File: config.mk
export PLATFORM = sky130hd
export DESIGN_NAME = key_debounce_flat
export DESIGN_NICKNAME = d
export VERILOG_FILES = /design/src/rtl/key_debounce_if.sv /design/src/rtl/key_debounce.sv /design/src/flat_wrapper.sv
export SDC_FILE = /design/constraint.sdc
export NUM_CORES = 1
export LEC_CHECK = 0
export ABC_AREA = 1
export BUFFER_PORTS_ARGS = -buffer_cell sky130_fd_sc_hd__buf_2
export CORE_MARGIN = 5
export CORE_UTILIZATION = 35
export CTS_CLUSTER_DIAMETER = 80
export DETAILED_ROUTE_END_ITERATION = 10
export GPL_ROUTABILITY_DRIVEN = 0
export PLACE_DENSITY = 0.61
export SLEW_MARGIN = 25
export SYNTH_ARGS = -nofsm -noshare
export SYNTH_HDL_FRONTEND = slang
export SYNTH_SLANG_ARGS = --single-unit
File: constraint.sdc
create_clock -name clk -period 1.27 [get_ports clk]
set_input_delay 0.127 -clock clk [delete_from_list [all_inputs] [get_ports clk]]
set_output_delay 0.127 -clock clk [all_outputs]
set_load 0.05 [all_outputs]
File: src/rtl/key_debounce_if.sv
// Key debouncer bus: raw key pins in, debounced level, strobes and busy flags out.
// The board/bench side uses the master modport and the debouncer uses the slave modport.
interface key_debounce_if #(
  parameter int WIDTH = 2
);
  logic [WIDTH-1:0] key_raw;
  logic [WIDTH-1:0] key_out;
  logic [WIDTH-1:0] press_pulse;
  logic [WIDTH-1:0] release_pulse;
  logic [WIDTH-1:0] busy;

  modport master (
    output key_raw,
    input  key_out,
    input  press_pulse,
    input  release_pulse,
    input  busy
  );

  modport slave (
    input  key_raw,
    output key_out,
    output press_pulse,
    output release_pulse,
    output busy
  );
endinterface

File: src/rtl/key_debounce.sv
// Per-channel push-button synchronizer and debouncer.
// Each channel has a two-flop synchronizer and a two-state qualifier FSM.
// The FSM moves the debounced level only after the synchronized input has
// disagreed with it on DEBOUNCE_CYCLES+1 consecutive edges. Every output is
// a flop, so there is no combinational path from the raw pins.
module key_debounce #(
  parameter int WIDTH           = 2,
  parameter int DEBOUNCE_CYCLES = 1000000,
  parameter int ACTIVE_LOW      = 1
) (
  input  logic           clk,
  input  logic           reset,
  key_debounce_if.slave  bus
);

  // The width floor only keeps declarations legal while the range error below fires.
  localparam int CNT_W = (DEBOUNCE_CYCLES < 2) ? 1 : $clog2(DEBOUNCE_CYCLES);
  localparam logic [CNT_W-1:0] CNT_MAX = CNT_W'(DEBOUNCE_CYCLES - 1);
  localparam logic REL     = (ACTIVE_LOW != 0) ? 1'b1 : 1'b0;
  localparam logic PRESSED = ~REL;

  generate
    if (DEBOUNCE_CYCLES < 2) begin : g_bad_param
      $error("key_debounce: DEBOUNCE_CYCLES must be at least 2");
    end
  endgenerate

  typedef enum logic {
    ST_IDLE = 1'b0,
    ST_WAIT = 1'b1
  } state_t;

  genvar gi;
  generate
    for (gi = 0; gi < WIDTH; gi++) begin : g_chan
      logic             r_s1;
      logic             r_s2;
      logic             r_stable;
      logic             r_press;
      logic             r_release;
      logic             r_busy;
      logic [CNT_W-1:0] r_cnt;
      state_t           r_state;
      logic             w_diff;
      logic             w_cnt_done;

      assign w_diff     = (r_s2 != r_stable);
      assign w_cnt_done = (r_cnt == CNT_MAX);

      // Two-flop synchronizer for the asynchronous key pin.
      always_ff @(posedge clk) begin
        if (reset) begin
          r_s1 <= REL;
          r_s2 <= REL;
        end else begin
          r_s1 <= bus.key_raw[gi];
          r_s2 <= r_s1;
        end
      end

      // Qualifier FSM: any return to the stable level restarts from zero.
      always_ff @(posedge clk) begin
        if (reset) begin
          r_state   <= ST_IDLE;
          r_cnt     <= '0;
          r_stable  <= REL;
          r_busy    <= 1'b0;
          r_press   <= 1'b0;
          r_release <= 1'b0;
        end else begin
          r_press   <= 1'b0;
          r_release <= 1'b0;
          case (r_state)
            ST_IDLE: begin
              r_cnt <= '0;
              if (w_diff) begin
                r_state <= ST_WAIT;
                r_busy  <= 1'b1;
              end
            end
            ST_WAIT: begin
              if (!w_diff) begin
                // Bounce came back before qualification finished.
                r_state <= ST_IDLE;
                r_cnt   <= '0;
                r_busy  <= 1'b0;
              end else if (w_cnt_done) begin
                // New level held long enough; commit it and strobe once.
                r_stable <= r_s2;
                r_state  <= ST_IDLE;
                r_cnt    <= '0;
                r_busy   <= 1'b0;
                if (r_s2 == PRESSED) begin
                  r_press <= 1'b1;
                end else begin
                  r_release <= 1'b1;
                end
              end else begin
                r_cnt <= r_cnt + 1'b1;
              end
            end
            default: begin
              r_state <= ST_IDLE;
              r_cnt   <= '0;
              r_busy  <= 1'b0;
            end
          endcase
        end
      end

      assign bus.key_out[gi]       = r_stable;
      assign bus.press_pulse[gi]   = r_press;
      assign bus.release_pulse[gi] = r_release;
      assign bus.busy[gi]          = r_busy;
    end
  endgenerate

endmodule

File: src/flat_wrapper.sv
// flat-port wrapper written by rule: the top's interface ports become plain ports
module key_debounce_flat 
#(
  parameter int WIDTH           = 2,
  parameter int DEBOUNCE_CYCLES = 1000000,
  parameter int ACTIVE_LOW      = 1
)
  (clk, reset, bus_key_raw, bus_key_out, bus_press_pulse, bus_release_pulse, bus_busy);
  key_debounce_if #(.WIDTH(WIDTH)) bus_i ();
  input  logic clk;
  input  logic reset;
  input wire logic [$bits(bus_i.key_raw)-1:0] bus_key_raw;
  output wire logic [$bits(bus_i.key_out)-1:0] bus_key_out;
  output wire logic [$bits(bus_i.press_pulse)-1:0] bus_press_pulse;
  output wire logic [$bits(bus_i.release_pulse)-1:0] bus_release_pulse;
  output wire logic [$bits(bus_i.busy)-1:0] bus_busy;
  assign bus_i.key_raw = bus_key_raw;
  assign bus_key_out = bus_i.key_out;
  assign bus_press_pulse = bus_i.press_pulse;
  assign bus_release_pulse = bus_i.release_pulse;
  assign bus_busy = bus_i.busy;
  key_debounce #(.WIDTH(WIDTH), .DEBOUNCE_CYCLES(DEBOUNCE_CYCLES), .ACTIVE_LOW(ACTIVE_LOW)) u_core (.clk(clk), .reset(reset), .bus(bus_i));
endmodule
==> qor.csv <==
metric,value,unit
post-layout instance count excluding filler cells,579,
leakage power of the design,1.48,nW
DR vias,2663,
net count after synthesis,414,
area of the multi-input gates,1730,um^2
endpoint of the worst-slack reg-to-reg timing path,u_core.g_chan[1].r_cnt[2]$_SDFF_PP0_,
top cells by area in the synthesized netlist,"dfxtp_1 (40%), nand2_1 (14%), nor2_1 (13%)",
setup TNS after final layout,-962,ps
count of TritonRoute iterations in the first routing pass,4,
Area Growth Syn to Fin,42.6,%
Port-buffer cells,11,
setup-violating endpoint count in the final report,26,
number of synthesized register bits,54,
area of the core region,7650,um^2
worst reg2reg setup slack,-70,ps
r2r worst-path depth,7,
clock transition at the register clock pins on the worst setup and hold paths after CTS,110,ps
Worst Hold Endpoint,u_core.g_chan[0].r_state$_SDFF_PP0_,
final global-route overflow total,0,
number of antenna cells inserted,0,
Starting Density,35.5,%
clock tree skew after final layout,12.5,ps
Mean Syn Cell Area,6.65,um^2
Bufs and invs on worst path,1,
largest fanout of any net on the critical path,6,
number of enable-type register cells in the synthesized netlist,0,
fill cell instance count of the final layout,758,
worst voltage drop across the vdd grid,0.365,mV
final hold violations,0,
fraction of post-synthesis cell area in the top cell type by area,39.9,%
average detailed-routed wire length per instance,11.0,um
root buffer selected by CTS,clkbuf_8,
element type at the critical path start,flop,
Reg power frac,60.1,%
most numerous cell on the critical path,nand3_4,
instance count on the critical path,7,
DIE HEIGHT,98.0,um
run status,"complete, but fails checks",
worst hold path depth,2,
Psw,0.000690,W
Ports,12,
Total Routed Length,6.39,mm
worst min-delay path category,input port to flop,
Crit Path Class,flop to flop,
Site Rows,32,
required time of the critical path,1500,ps
post-detailed-route DRC marker count,0,
async set or reset register ratio after synthesis,0,%
Worst-Margin Slew,298,ps
GRT Overall Usage,13.7,%
largest net degree at the start of global routing,21,
most frequent cell after synthesis,nand2_1,
wire length of the first global-routing pass,11.1,mm
TritonCTS clock tree,built,
Worst-Skew Late Latency,320,ps
power share of the clock group,37.3,%
stage delay of the slowest cell on the critical path,380,ps
overall die area,9610,um^2
"CP delay by family, top",simple AND/OR/NAND/NOR gates,
synth cell count leaders,"nand2_1 (103), nor2_1 (94), dfxtp_1 (54)",
Post-synth top flop,dfxtp_1,
library cell contributing the largest single delay on the critical path,dfxtp_4,
sum of net half-perimeters after detailed placement,4.52,mm
placed cell areas,3300,um^2
post-synth top area cell,dfxtp_1,
synth unique cells,21,
Clock Tree Buf Depth,2,
residual antenna-violating net count after detailed routing,0,
Setup Slack @ Placement,-161,ps
total of warnings raised by yosys,0,
area of all placed cells without fillers,3870,um^2
number of global-route vias before repair,2655,
Die W,98.0,um
total power density per cell area,730,nW/um^2
Detailed Route Iter0 Violations,72,
sw frac,24.5,%
"number of placed instances, taps included",561,
RSZ-0062 raised after global routing,true,
portion of total power attributed to combinational logic,2.6,%
crit share post-route,105,%
area used by sequential logic in the layout,1130,um^2
Max Clk Rate,747,MHz
Final Max Tran Viols,0,
max-cap check violation count,0,
internal portion of total power,0.00213,W
synthesized instance count,408,
number of clock sinks,54,
relative slew slack,80.1,%
fraction of layout instances using a drive strength above 1,38.2,%
fin crit period,1340,ps
final layout net count,482,
violations in the final reports,setup timing,
post-DR vias/cell,4.60,
"Data arrival, critical path",1560,ps
sequential element share of the synthesized area,39.9,%
number of antenna violations at the first check in global routing,0,
startpoint of the lowest-slack hold path,reset,
clock buffer count from CTS,5,
"Cell Area, Synth",2710,um^2
FF-to-FF Start,u_core.g_chan[1].r_cnt[0]$_SDFF_PP0_,
H-tree Lvls,2,
fin worst setup slack,-68.2,ps
crit path cell chain,"ha_4, nand3_4, nor2_4, nand3_2, nand3_4, clkbuf_16, nor3_2",
Worst setup EP type,flop,
-- flip-flops by register name (all words and copies together), names as in the netlist --
name                     count
u_core.g_chan.r_s1           2
u_core.g_chan.r_cnt         40
u_core.g_chan.r_press        2
u_core.g_chan.r_stable       2
u_core.g_chan.r_busy         2
u_core.g_chan.r_s2           2
u_core.g_chan.r_state        2
u_core.g_chan.r_release      2
-- cell type report --
cell class,instances,share of cell area (%)
clock buffers,5,1.78
flip-flops and latches,54,29.2
well taps,102,3.30
inverters,49,4.82
clock inverters,3,0.744
multi-input cells,293,44.6
repair buffers,73,15.6
-- worst max path at each step --
| stage | from | endpoint | slack (ps) |
|---|---|---|---|
| finish | u_core.g_chan[1].r_cnt[0]$_SDFF_PP0_ | u_core.g_chan[1].r_cnt[2]$_SDFF_PP0_ | -70 |
| global route | u_core.g_chan[0].r_cnt[1]$_SDFF_PP0_ | u_core.g_chan[0].r_cnt[10]$_SDFF_PP0_ | -150 |
| CTS | u_core.g_chan[1].r_cnt[1]$_SDFF_PP0_ | u_core.g_chan[1].r_cnt[14]$_SDFF_PP0_ | -30 |
| detailed placement | u_core.g_chan[1].r_cnt[1]$_SDFF_PP0_ | u_core.g_chan[1].r_cnt[14]$_SDFF_PP0_ | -160 |
| global placement | u_core.g_chan[1].r_cnt[1]$_SDFF_PP0_ | u_core.g_chan[1].r_cnt[18]$_SDFF_PP0_ | -120 |
| floorplan | u_core.g_chan[1].r_cnt[1]$_SDFF_PP0_ | u_core.g_chan[1].r_cnt[14]$_SDFF_PP0_ | 1 |
-- logic make-up after synthesis --
family,Yosys count,share of synthesized area [%]
buf+inv,61,9.78
compound gates,16,2.95
flops,54,39.9
xor+xnor,21,6.78
simple gates,254,39.7
fa+ha+maj,2,0.922
-- per-layer routing --
layer	share of wire [%]	up-vias	global-route usage, %
met1	43	1218	16.3
met3	2.9	17	2.64
met2	51	48	24.1
met4	2.7	0	5.43
li1	-	1380	-
met5	0	-	0
-- cells in the final DEF, fill, tap and decap left out, types with 5 or more instances in the layout --
cell type / n
nand3_4: 6
nor2_1: 65
dfxtp_1: 29
nand3_1: 16
a21oi_1: 8
nor2_2: 21
buf_2: 11
xor2_1: 14
dfxtp_4: 7
nand2_2: 7
inv_1: 46
or2_2: 6
nand4_1: 7
buf_4: 54
nand2_1: 95
nor2_4: 11
a21oi_2: 6
dfxtp_2: 18
clkbuf_8: 5
-- through the flow --
| step | power [W] | hold slack [ps] | util, % |
|---|---|---|---|
| 2_1_floorplan | 0.00180 | 231 | - |
| 3_3_place_gp | 0.00181 | 310 | 43.1 |
| 3_5_place_dp | 0.00181 | 320 | 43.1 |
| 4_1_cts | 0.00287 | 44.5 | 46.6 |
| 5_1_grt | 0.00296 | 42.3 | 50.6 |
| 6_report | 0.00282 | 51.1 | 50.6 |
-- what timing repair did --
| item | CTS | global route |
|---|---|---|
| hold endpoints to repair | 2 | 0 |
| hold buffers | 2 | 0 |
| gates cloned | 0 | 2 |
| pin swaps | 10 | 21 |
| gates resized for setup | 38 | 74 |
| endpoints found under the setup margin | 45 | 46 |
| buffers inserted | 4 | 2 |
-- power groups by stage --
| stage | registers, W | logic, W | clock network, W |
|---|---|---|---|
| global route | 0.00170 | 0.0000831 | 0.00118 |
| finish | 0.00170 | 0.0000729 | 0.00105 |
| floorplan | 0.00175 | 0.0000509 | 0 |
| detailed placement | 0.00175 | 0.0000623 | 0 |
| global placement | 0.00175 | 0.0000611 | 0 |
| CTS | 0.00171 | 0.0000689 | 0.00109 |
(Power assumes the default switching activity.)
